$ cat config.mk
export PLATFORM = sky130hd
export DESIGN_NAME = dac_serial_tx
export DESIGN_NICKNAME = d
export VERILOG_FILES = /design/src/rtl/dac_serial_tx.sv
export SDC_FILE = /design/constraint.sdc
export NUM_CORES = 1
export LEC_CHECK = 0
export CORE_AREA = 2 2 96 121
export DETAILED_ROUTE_END_ITERATION = 10
export DIE_AREA = 0 0 98 123
export PLACE_DENSITY = 0.72
export SYNTH_ARGS = -nofsm -noshare
export SYNTH_HDL_FRONTEND = slang
export SYNTH_SLANG_ARGS = --single-unit
$ cat constraint.sdc
create_clock -name clk -period 9.1 [get_ports clk]
set_clock_uncertainty 0.15 [all_clocks]
set_input_delay 1.82 -clock clk [delete_from_list [all_inputs] [get_ports clk]]
set_output_delay 1.82 -clock clk [all_outputs]
set_load 0.03 [all_outputs]
$ cat src/rtl/dac_serial_tx.sv
// dac_serial_tx: multi-channel serial DAC transmitter with a 1-entry frame buffer,
// free-running bit-clock divider and selectable I2S / left-justified framing.
module dac_serial_tx #(
   parameter int DATA_W   = 24,
   parameter int CHANNELS = 2,
   parameter int DIV      = 4
) (
   input  logic                       clk,
   input  logic                       reset,
   input  logic [CHANNELS*DATA_W-1:0] sample_data,
   input  logic                       sample_valid,
   output logic                       sample_ready,
   input  logic                       i2s_mode,
   output logic                       sclk,
   output logic                       sdata,
   output logic                       lrck,
   output logic                       frame_start,
   output logic                       underrun
);

   localparam int FRAME_W = CHANNELS * DATA_W;
   localparam int CNT_W   = (DIV > 1) ? $clog2(DIV) : 1;
   localparam int BIT_W   = $clog2(DATA_W);
   localparam int CH_W    = (CHANNELS > 1) ? $clog2(CHANNELS) : 1;

   typedef enum logic {IDLE, SHIFT} state_t;

   state_t               state_q, state_d;
   logic [CNT_W-1:0]     cnt_q, cnt_d;
   logic [BIT_W-1:0]     bit_q, bit_d;
   logic [CH_W-1:0]      ch_q, ch_d;
   logic [FRAME_W-1:0]   shreg_q, shreg_d;
   logic [FRAME_W-1:0]   buf_data, ordered;
   logic                 buf_full_q, buf_full_d;
   logic                 mode_q, mode_d;
   logic                 lag_q, lag_d;
   logic                 sclk_d, sdata_d, lrck_d, frame_start_d, underrun_d;
   logic                 boundary, last_bit, load, write;

   assign boundary     = (cnt_q == CNT_W'(DIV - 1));
   assign last_bit     = (ch_q == CH_W'(CHANNELS - 1)) && (bit_q == BIT_W'(DATA_W - 1));
   assign load         = boundary && buf_full_q && ((state_q == IDLE) || last_bit);
   assign write        = sample_valid && !buf_full_q;
   assign sample_ready = ~buf_full_q;

   // Shift order is channel 0 first, so channel 0 lands in the top bits.
   always_comb begin
      ordered = '0;
      for (int k = 0; k < CHANNELS; k++)
         ordered[(CHANNELS-1-k)*DATA_W +: DATA_W] = buf_data[k*DATA_W +: DATA_W];
   end

   // NOTE: every signal driven here gets a default first, so no path leaves one unassigned and no latch is inferred.
   always_comb begin
      state_d       = state_q;
      cnt_d         = boundary ? '0 : cnt_q + 1'b1;
      bit_d         = bit_q;
      ch_d          = ch_q;
      shreg_d       = shreg_q;
      mode_d        = mode_q;
      lag_d         = lag_q;
      sdata_d       = sdata;
      lrck_d        = lrck;
      frame_start_d = 1'b0;

      buf_full_d = buf_full_q;
      if (load)
         buf_full_d = 1'b0;
      else if (write)
         buf_full_d = 1'b1;

      if (boundary) begin
         // lag holds the bit just finished; I2S framing sends it one bit late.
         lag_d   = shreg_q[FRAME_W-1];
         shreg_d = shreg_q << 1;
         if (load) begin
            state_d       = SHIFT;
            shreg_d       = ordered;
            bit_d         = '0;
            ch_d          = '0;
            mode_d        = i2s_mode;
            frame_start_d = 1'b1;
         end else if (state_q == SHIFT) begin
            if (last_bit) begin
               state_d = IDLE;
               bit_d   = '0;
               ch_d    = '0;
            end else if (bit_q == BIT_W'(DATA_W - 1)) begin
               bit_d = '0;
               ch_d  = ch_q + 1'b1;
            end else begin
               bit_d = bit_q + 1'b1;
            end
         end
         sdata_d = mode_d ? lag_d : shreg_d[FRAME_W-1];
         lrck_d  = (state_d == SHIFT) ? ch_d[0] : 1'b0;
      end

      sclk_d     = (cnt_d >= CNT_W'(DIV / 2));
      // Raised during the final clk of a frame that has nothing queued behind it.
      underrun_d = (cnt_d == CNT_W'(DIV - 1)) && (state_q == SHIFT) && last_bit && !buf_full_d;
   end

   // NOTE: sequential state uses non-blocking assignments so every flop samples pre-edge values.
   always_ff @(posedge clk or posedge reset) begin
      if (reset) begin
         state_q     <= IDLE;
         cnt_q       <= '0;
         bit_q       <= '0;
         ch_q        <= '0;
         shreg_q     <= '0;
         buf_full_q  <= 1'b0;
         mode_q      <= 1'b0;
         lag_q       <= 1'b0;
         sclk        <= 1'b0;
         sdata       <= 1'b0;
         lrck        <= 1'b0;
         frame_start <= 1'b0;
         underrun    <= 1'b0;
      end else begin
         state_q     <= state_d;
         cnt_q       <= cnt_d;
         bit_q       <= bit_d;
         ch_q        <= ch_d;
         shreg_q     <= shreg_d;
         buf_full_q  <= buf_full_d;
         mode_q      <= mode_d;
         lag_q       <= lag_d;
         sclk        <= sclk_d;
         sdata       <= sdata_d;
         lrck        <= lrck_d;
         frame_start <= frame_start_d;
         underrun    <= underrun_d;
      end
   end

   // NOTE: buffer contents need no reset; buf_full_q alone says whether they mean anything.
   always_ff @(posedge clk) begin
      if (write)
         buf_data <= sample_data;
   end

endmodule
Yosys cells after proc, flatten, opt, wreduce, memory -nomap -nowiden
Index checks and enable logic that the tools add are counted.
{ "classes": {"muxes": 22, "n_lt_le_gt_ge": 1, "n_bitwise": 2, "n_addsub": 3, "eq_ne": 3, "n_reduce_logical": 12} }
{ "op_table": {"columns": ["operator", "n"], "rows": [
  ["2-to-1 mux 48 bit", 1],
  ["2-to-1 mux 5 bit", 4],
  ["2-to-1 mux 1 bit", 16],
  ["logical AND 1 bit", 7],
  ["adder 5 x 1 -> 5 bit, second input constant", 1],
  ["== test 5 bit, second input constant", 1],
  ["== test 2 bit, second input constant", 2],
  ["adder 2 x 1 -> 2 bit, second input constant", 1],
  [">= comparator 2 bit, second input constant", 1],
  ["zero test 1 bit", 2],
  ["2-to-1 mux 2 bit", 1],
  ["NOT 1 bit", 2],
  ["AND reduction 2 bit", 1],
  ["nonzero test 2 bit", 1],
  ["adder 1 bit, second input constant", 1],
  ["logical OR 1 bit", 1]
]} }
{ "word_totals": {"output_inout_bits": 6, "in_bits": 52, "ff_bits": 112} }

Depth between registers and ports, before layout
Gate-level depths: netlist (run 1).
{ "depth": {"word_depth": 7, "mapped_depth": 11, "ltp_nobuf": 8} }

Worst setup path before layout (run 1)
OpenSTA, ideal clock, no wires.
{ "synth_timing": {"kind": "input to register", "startpoint": "in sample_valid", "endpoint": "reg buf_data[0], enable pin", "stages": 1, "path_slack_ns": 4.506, "t_arrival_ns": 3.983, "path_buffers": 0, "t_required_ns": 8.489, "cell_sequence": "nor2b_1"} }
{ "synth_between": {"elab_chain_len": 1} }
{ "synth_rtl": {"columns": ["element", "line", "rtl"], "rows": [
  ["start, declared", "11", "input logic sample_valid,"],
  ["logical AND 1 bit", "43", "assign write = sample_valid && !buf_full_q;"],
  ["end signal, assigned", "140", "buf_data <= sample_data;"],
  ["end, declared", "33", "logic [FRAME_W-1:0] buf_data, ordered;"]
]} }
No other way between the ends.
A chain may end at the register's enable or synchronous reset.

Worst setup path after layout (run 1)
{ "layout_timing": {"startpoint": "reg buf_full_q", "endpoint": "out sample_ready"} }
{ "layout_between": {"elab_chain_len": 1} }
{ "layout_rtl": {"columns": ["element", "line", "rtl"], "rows": [
  ["start, declared", "34", "logic buf_full_q, buf_full_d;"],
  ["start signal, assigned", "126", "buf_full_q <= buf_full_d;"],
  ["NOT 1 bit", "44", "assign sample_ready = ~buf_full_q;"],
  ["end, declared", "12", "output logic sample_ready,"]
]} }
No other way between the ends.

==> run metrics, run 1 <==
status=finished, final reports clean; number of synthesized flops with an enable pin=48; RSZ-0062 raised after global routing=false; die area=12100 um2; P&R area growth vs syn=19.0%; top-level I/O count=58; footprint of the multi-input gates=1240 um2; Synth cell types=35; GP Congestion=0.728; Post-Syn Instances=335; pin count of the biggest net entering global routing=107; post-route ant nets=0; worst hold path class=register to register; Final Setup Violations=0; CP Capture Type=output pin; Synth Register Bits=111; critical path data arrival time=1.63 ns; row cnt=43; initial drt markers=168; first-pass GRT wire length=12700 um; fill count=946; Die Width=98 um; clk slew on worst S/H paths=0.07 ns; Power Dens Cells=188 nW/um2; Hold Worst Slack=0.347 ns; crit-path cells=inv_1, clkdlybuf4s50_1; Overflow after GRT=0; diode count=0; commonest non-fill, non-tap cell in the layout=dfrtp_1; Max clock buf depth=2; Skew-Pair Late Insertion Delay=0.34 ns; Slew HR=32.5%; Hold Buf Count CTS=0; Final nets=441; setup TNS=0 ns; DRC viols=0; actual transition at the worst max-transition pin=1.01 ns; maximum VDD drop=0.103 mV; vias in the first global route=2621; critical path launch point type=register; CP max stage delay=0.67 ns; Pwr Total=0.999 mW; fin crit share=39.6%; GR Util All Layers=13.5%; total CTS buffers=9; CTS resizes=0; P_leak=2.02 nW; ys flop type=dfrtp_1; CP max stage cell=clkdlybuf4s50_1; WL final=7650 um; port bufs=57; Worst Path Required=7.13 ns; detailed-placement wirelength estimate=4840 um; layout cells sized above 1=5.64%; vias per inst=4.95; Synth Cell Area=4460 um2; fmax=277 MHz; Hold Vio Cnt, Final=0; Max-cap violations=0; Crit Path Class=register to output pin; DRT Pass-1 Iters=4; Final Max Tran Viols=0; syn avg cell area=13.3 um2; commonest non-fill, non-tap cells in the layout=dfrtp_1 (63), clkdlybuf4s50_1 (57), nor2_1 (53); cell area after layout=5300 um2; Die H=123 um; post-route setup slack=5.50 ns; post-synthesis sequential area ratio=67.7%; clock sinks=111; crit-path max FO=9; Root Driver=clkbuf_16; Final Critical Period=3.60 ns; area post-placement=5050 um2; total number of yosys warnings=0; CTS tree=yes; H-tree lvl count=3; initial antenna violation count=0; Setup Slack @ Placement=5.19 ns; Register Area=3020 um2; DR WL/cell=14.6 um; syn nets=391; initial core utilization=40.8%; Post-CTS Setup Inserts=0; ys async rst share=56.8%; Placeable Area=10900 um2; DR vias=2598
## cells by family after synthesis
family	count (synthesis)	share of synthesized area (%)
simple gates	76	7.61
compound gates	70	8.56
flops	111	67.7
mux	45	10.1
buf+inv	29	4.86
fa+ha+maj	4	1.12
## per-layer routing
metal	wire length (um)	part of all wire [%]	global-route usage (%)	up-vias
met3	297	3.9	3.62	12
met5	0	0	0	-
met4	183	2.4	5.82	0
met2	3800	50	21.5	56
li1	-	-	-	1284
met1	3370	44	17.4	1246
## synth_stat cells, types with 2 or more instances
| library cell | count | area (um2) |
|---|---|---|
| a22o_1 | 2 | 17.5 |
| nand2_1 | 8 | 30.0 |
| inv_1 | 9 | 33.8 |
| clkbuf_1 | 11 | 41.3 |
| a21o_1 | 2 | 15.0 |
| nand2b_1 | 2 | 12.5 |
| buf_12 | 6 | 120 |
| dfrtp_1 | 63 | 1580 |
| o21ai_0 | 6 | 30.0 |
| nor2_1 | 53 | 199 |
| o31ai_1 | 2 | 15.0 |
| and3_2 | 2 | 15.0 |
| edfxtp_1 | 48 | 1440 |
| a31oi_1 | 2 | 12.5 |
| o22ai_1 | 2 | 12.5 |
| mux2i_1 | 45 | 450 |
| a21oi_1 | 50 | 250 |
| ha_1 | 4 | 50.1 |
| and2_4 | 2 | 17.5 |
## power breakdown
group          leakage [nW]  switching [mW]  internal [mW]
clock network         0.122           0.166          0.182
registers              1.19          0.0149          0.547
logic                 0.700          0.0412         0.0487
## area by class of cell
| cell class | instances | area share (%) |
|---|---|---|
| tap | 135 | 3.18 |
| multi-input combinational | 195 | 23.4 |
| clock inverter | 6 | 0.519 |
| clock buffer | 10 | 4.32 |
| inverter | 9 | 0.637 |
| timing repair buffer | 59 | 11.0 |
| sequential | 111 | 56.9 |
## through the flow
stage                     util, %  cells
after floorplan                 -    335
after global placement       46.2    509
after detailed placement     46.2    509
after CTS                    48.6    525
after global routing         48.6    525
final                        48.6    525
## flip-flops by register name (all words and copies together), names as in the netlist
register / cells
frame_start: 1
ch_q: 1
cnt_q: 2
sdata: 1
bit_q: 5
buf_data: 48
lrck: 1
shreg_q: 48
state_q: 1
mode_q: 1
underrun: 1
buf_full_q: 1
## worst max-delay path: cells and delay by family (launching register included)
kind     cells  cell delay, ns
flops        1            0.49
buf+inv      2            0.80
## path summary, 6_finish.rpt
path / start / end / slack (ns) / depth (start not counted)
worst max-delay path: buf_full_q$_DFF_PP0_ / sample_ready / 5.50 / 2
worst min-delay path: cnt_q[0]$_DFF_PP0_ / cnt_q[0]$_DFF_PP0_ / 0.35 / 1
worst max register to register: cnt_q[1]$_DFF_PP0_ / shreg_q[42]$_DFFE_PP0N_ / 6.04 / 5
worst min register to register: cnt_q[0]$_DFF_PP0_ / cnt_q[0]$_DFF_PP0_ / 0.35 / 1
max in group asynchronous: reset / shreg_q[46]$_DFFE_PP0N_ / 6.39 / 3
min in group asynchronous: reset / shreg_q[16]$_DFFE_PP0N_ / 1.89 / 3
(Power assumes the default switching activity.)
==> run 2: changes to the inputs <==
- PLACE_DENSITY: 0.72 -> 0.74
- clock period: 9.1 -> 2.9 ns (I/O delays scaled with it)
==> run metrics, run 2 (same netlist as run 1, synthesis figures left out) <==
status=finished, final reports clean; Placeable Area=10900 um2; post-route ant nets=0; initial core utilization=40.8%; commonest non-fill, non-tap cells in the layout=dfrtp_1 (63), clkdlybuf4s50_1 (57), nor2_1 (53); initial antenna violation count=0; CTS tree=yes; top flop regs=buf_data (48), shreg_q (48), bit_q (5); Final Max Tran Viols=0; Final Critical Period=2.53 ns; DRT Pass-1 Iters=4; critical path data arrival time=2.60 ns; Final Setup Violations=0; Hold Worst Slack=0.344 ns; Pwr Total=3.18 mW; port bufs=57; WL final=7630 um; Worst Path Required=2.97 ns; fill count=934; FF-to-FF Start=bit_q[0]$_DFFE_PP0P_; crit-path leading delay family=simple AND/OR/NAND/NOR gates; total CTS buffers=9; final core utilization=49.3%; diode count=0; Die Width=98 um; fmax=395 MHz; Crit Path Class=register to register; CP Capture Type=register; fin crit share=87.3%; initial drt markers=150; clk slew on worst S/H paths=0.07 ns; Setup Slack @ Placement=0.284 ns; DRC viols=0; GP Congestion=0.867; Power Dens Cells=592 nW/um2; Worst R2R Setup Slack=0.37 ns; clock sinks=111; # placed instances=514; DR vias=2619; Max-cap violations=0; setup TNS=0 ns; top-level I/O count=58; Non-Filler Instances=530; Buf/Inv on CP=1; Hold Vio Cnt, Final=0; Skew-Pair Late Insertion Delay=0.35 ns; actual transition at the worst max-transition pin=0.593 ns; Max clock buf depth=2; Slew HR=60.5%; maximum VDD drop=0.314 mV; CP Launch Point=bit_q[0]$_DFFE_PP0P_; row cnt=43; crit-path cells=ha_1, nand2_1, nor2_1, ha_1, nand2b_2, and2_4, buf_4, mux2i_1, a21oi_1; Die H=123 um; Final nets=446; post-route setup slack=0.368 ns; CP max stage delay=0.39 ns; Post-CTS Setup Inserts=0; detailed-placement wirelength estimate=5130 um; RSZ-0062 raised after global routing=false; area post-placement=5110 um2; CP max stage cell=dfrtp_1; critical path launch point type=register; layout cells sized above 1=7.59%; cell mode on critical path=ha_1; worst hold path class=register to register; CP Depth=9; vias in the first global route=2762; H-tree lvl count=3; first-pass GRT wire length=13100 um; Register Area=3020 um2; CP endpoint=shreg_q[18]$_DFFE_PP0N_; pin count of the biggest net entering global routing=66; crit-path max FO=24; footprint of the multi-input gates=1240 um2; commonest non-fill, non-tap cell in the layout=dfrtp_1; Worst R2R Path Depth=9; P&R area growth vs syn=20.8%; cell area after layout=5380 um2; Root Driver=clkbuf_16; reg-to-reg endpoint=shreg_q[18]$_DFFE_PP0N_; GR Util All Layers=13.9%; Overflow after GRT=0; die area=12100 um2; DR WL/cell=14.4 um; vias per inst=4.94; P_leak=2.06 nW
==> run 2: changes by cell type in the layout (fill, tap and decap cells not counted) <==
cell / previous run / this run
buf_12: 0 / 2
nand2b_1: 2 / 1
inv_4: 0 / 1
clkinv_1: 4 / 0
clkbuf_1: 1 / 3
clkbuf_8: 0 / 1
nand2b_2: 0 / 1
buf_4: 2 / 5
==> run 2: routing by layer <==
metal  vias to the layer above  track usage [%]  share of wire, %
li1                       1296                -                 -
met1                      1264             17.3                43
met2                        49             23.2                52
met3                        10             3.90               3.4
met4                         0             5.30               1.7
met5                         -                0                 0
==> run 2: worst min-delay path by stage <==
stage	startpoint	end	slack, ns	cells after the start
3_3_place_gp	cnt_q[0]$_DFF_PP0_	cnt_q[0]$_DFF_PP0_	0.33	1
6_report	cnt_q[0]$_DFF_PP0_	cnt_q[0]$_DFF_PP0_	0.34	1
3_5_place_dp	cnt_q[0]$_DFF_PP0_	cnt_q[0]$_DFF_PP0_	0.34	1
4_1_cts	cnt_q[0]$_DFF_PP0_	cnt_q[0]$_DFF_PP0_	0.35	1
2_1_floorplan	cnt_q[0]$_DFF_PP0_	cnt_q[0]$_DFF_PP0_	0.27	1
5_1_grt	cnt_q[0]$_DFF_PP0_	cnt_q[0]$_DFF_PP0_	0.36	1
==> run 2: cell type report <==
cell class,instances,area share (%)
inverters,9,0.628
clock inverters,3,0.349
multi-input cells,195,23.1
well taps,135,3.14
flip-flops and latches,111,56.1
repair buffers,64,12.0
clock buffers,13,4.65
==> run 2: power breakdown <==
part	leakage, nW	internal (mW)	switching (mW)	total [mW]
Sequential	1.19	1.72	0.0532	1.77
Combinational	0.734	0.156	0.133	0.289
Clock	0.130	0.606	0.520	1.13
==> run 2: what timing repair did <==
action / CTS / global route
resized for setup: 0 / 1
setup endpoints to repair: 0 / 2
hold buffers: 0 / 0
==> run 3: changes to the inputs <==
- CORE_AREA: 2 2 96 121 -> 2 2 89 112
- DIE_AREA: 0 0 98 123 -> 0 0 91 114
- PLACE_DENSITY: 0.74 -> 0.83
==> run metrics, run 3 (same netlist as run 1, synthesis figures left out) <==
status=finished, final reports clean; Max-cap violations=0; Buf/Inv on CP=1; Final Critical Period=2.62 ns; Crit Path Class=register to register; reg-to-reg endpoint=shreg_q[13]$_DFFE_PP0N_; GP Congestion=0.703; WL final=7650 um; detailed-placement wirelength estimate=5030 um; Hold Vio Cnt, Final=0; DRC viols=0; top-level I/O count=58; GR Util All Layers=15.8%; Power Dens Cells=607 nW/um2; diode count=0; fmax=382 MHz; maximum VDD drop=0.390 mV; CP Capture Type=register; Final Setup Violations=0; Worst R2R Path Depth=9; critical path data arrival time=2.68 ns; Root Driver=clkbuf_16; initial drt markers=179; crit-path leading delay family=simple AND/OR/NAND/NOR gates; Skew-Pair Late Insertion Delay=0.35 ns; total CTS buffers=9; setup TNS=0 ns; Final Max Tran Viols=0; Final nets=445; initial antenna violation count=0; post-route ant nets=0; Worst R2R Setup Slack=0.28 ns; Hold Path Depth=1; CP max stage cell=dfrtp_1; Pwr Total=3.28 mW; WHS Endpoint=cnt_q[0]$_DFF_PP0_; Placeable Area=9410 um2; initial core utilization=47.4%; Hold Buf Count CTS=0; Die H=114 um; FF-to-FF Start=bit_q[0]$_DFFE_PP0P_; pin count of the biggest net entering global routing=63; fill count=777; vias in the first global route=2639; clock sinks=111; H-tree lvl count=3; CP max stage delay=0.38 ns; DR WL/cell=14.7 um; row cnt=40; # placed instances=504; CTS tree=yes; Setup Slack @ Placement=0.354 ns; cell mode on critical path=ha_1; commonest non-fill, non-tap cells in the layout=dfrtp_1 (63), clkdlybuf4s50_1 (57), nor2_1 (53); P_leak=2.06 nW; clk slew on worst S/H paths=0.07 ns; Non-Filler Instances=520; Worst Path Required=2.96 ns; Slew HR=62.7%; top flop regs=buf_data (48), shreg_q (48), bit_q (5); first-pass GRT wire length=12700 um; actual transition at the worst max-transition pin=0.555 ns; vias per inst=5.12; critical path launch point type=register; Overflow after GRT=0; Die Width=91 um; fin crit share=90.2%; layout cells sized above 1=7.87%; Hold Worst Slack=0.351 ns; worst hold path class=register to register; crit-path max FO=33; Post-CTS Setup Inserts=0; P&R area growth vs syn=21.2%; commonest non-fill, non-tap cell in the layout=dfrtp_1; Hold Crit Start=cnt_q[0]$_DFF_PP0_; DRT Pass-1 Iters=4; port bufs=57; crit-path cells=ha_1, nand2_1, nor2_1, ha_1, nand2b_1, and2_4, buf_12, mux2i_1, a21oi_1; Max clock buf depth=2; post-route setup slack=0.284 ns; die area=10400 um2; CTS resizes=0; RSZ-0062 raised after global routing=false; DR vias=2662
[run 3: changes by cell type in the layout (fill, tap and decap cells not counted), sizes merged]
cell      delta
buf          -1
bufinv       +1
clkinvlp     +2
clkinv       +1
clkbuf       -4
[run 3: layer usage]
metal / vias up / track usage [%] / wire length (um)
met5: - / 0 / 0
met4: 0 / 8.38 / 207
met3: 17 / 3.76 / 334
met2: 59 / 25.1 / 3860
met1: 1289 / 20.2 / 3240
li1: 1297 / - / -
[run 3: metrics by stage]
stage                     cell area (um2)  util, %
after floorplan                      4460        -
after global placement               5100     54.2
after detailed placement             5100     54.2
after CTS                            5400     57.4
after global routing                 5400     57.4
final                                5400     57.4
[run 3: worst max path at each step]
stage / slack (ns) / start / end / cells after the start
detailed placement: 0.35 / bit_q[0]$_DFFE_PP0P_ / shreg_q[39]$_DFFE_PP0N_ / 9
floorplan: 0.46 / sample_valid / buf_data[0]$_DFFE_PP_ / 1
global route: 0.05 / bit_q[0]$_DFFE_PP0P_ / shreg_q[19]$_DFFE_PP0N_ / 9
CTS: 0.29 / bit_q[0]$_DFFE_PP0P_ / shreg_q[13]$_DFFE_PP0N_ / 9
global placement: 0.54 / bit_q[0]$_DFFE_PP0P_ / shreg_q[20]$_DFFE_PP0N_ / 9
finish: 0.28 / bit_q[0]$_DFFE_PP0P_ / shreg_q[13]$_DFFE_PP0N_ / 9
[run 3: layout make-up]
cell class                 instances  area [um2]  share of cell area (%)
timing repair buffer              63         653                    12.1
sequential                       111        3020                    55.9
clock buffer                       9         225                    4.17
inverter                           9        33.8                   0.626
multi-input combinational        195        1240                    23.0
tap                              126         158                    2.92
clock inverter                     7        71.3                    1.32
[run 3: power breakdown]
| group | internal [mW] | switching (mW) |
|---|---|---|
| sequential | 1.71 | 0.0522 |
| clock | 0.669 | 0.550 |
| combinational | 0.155 | 0.136 |
| total | 2.54 | 0.738 |
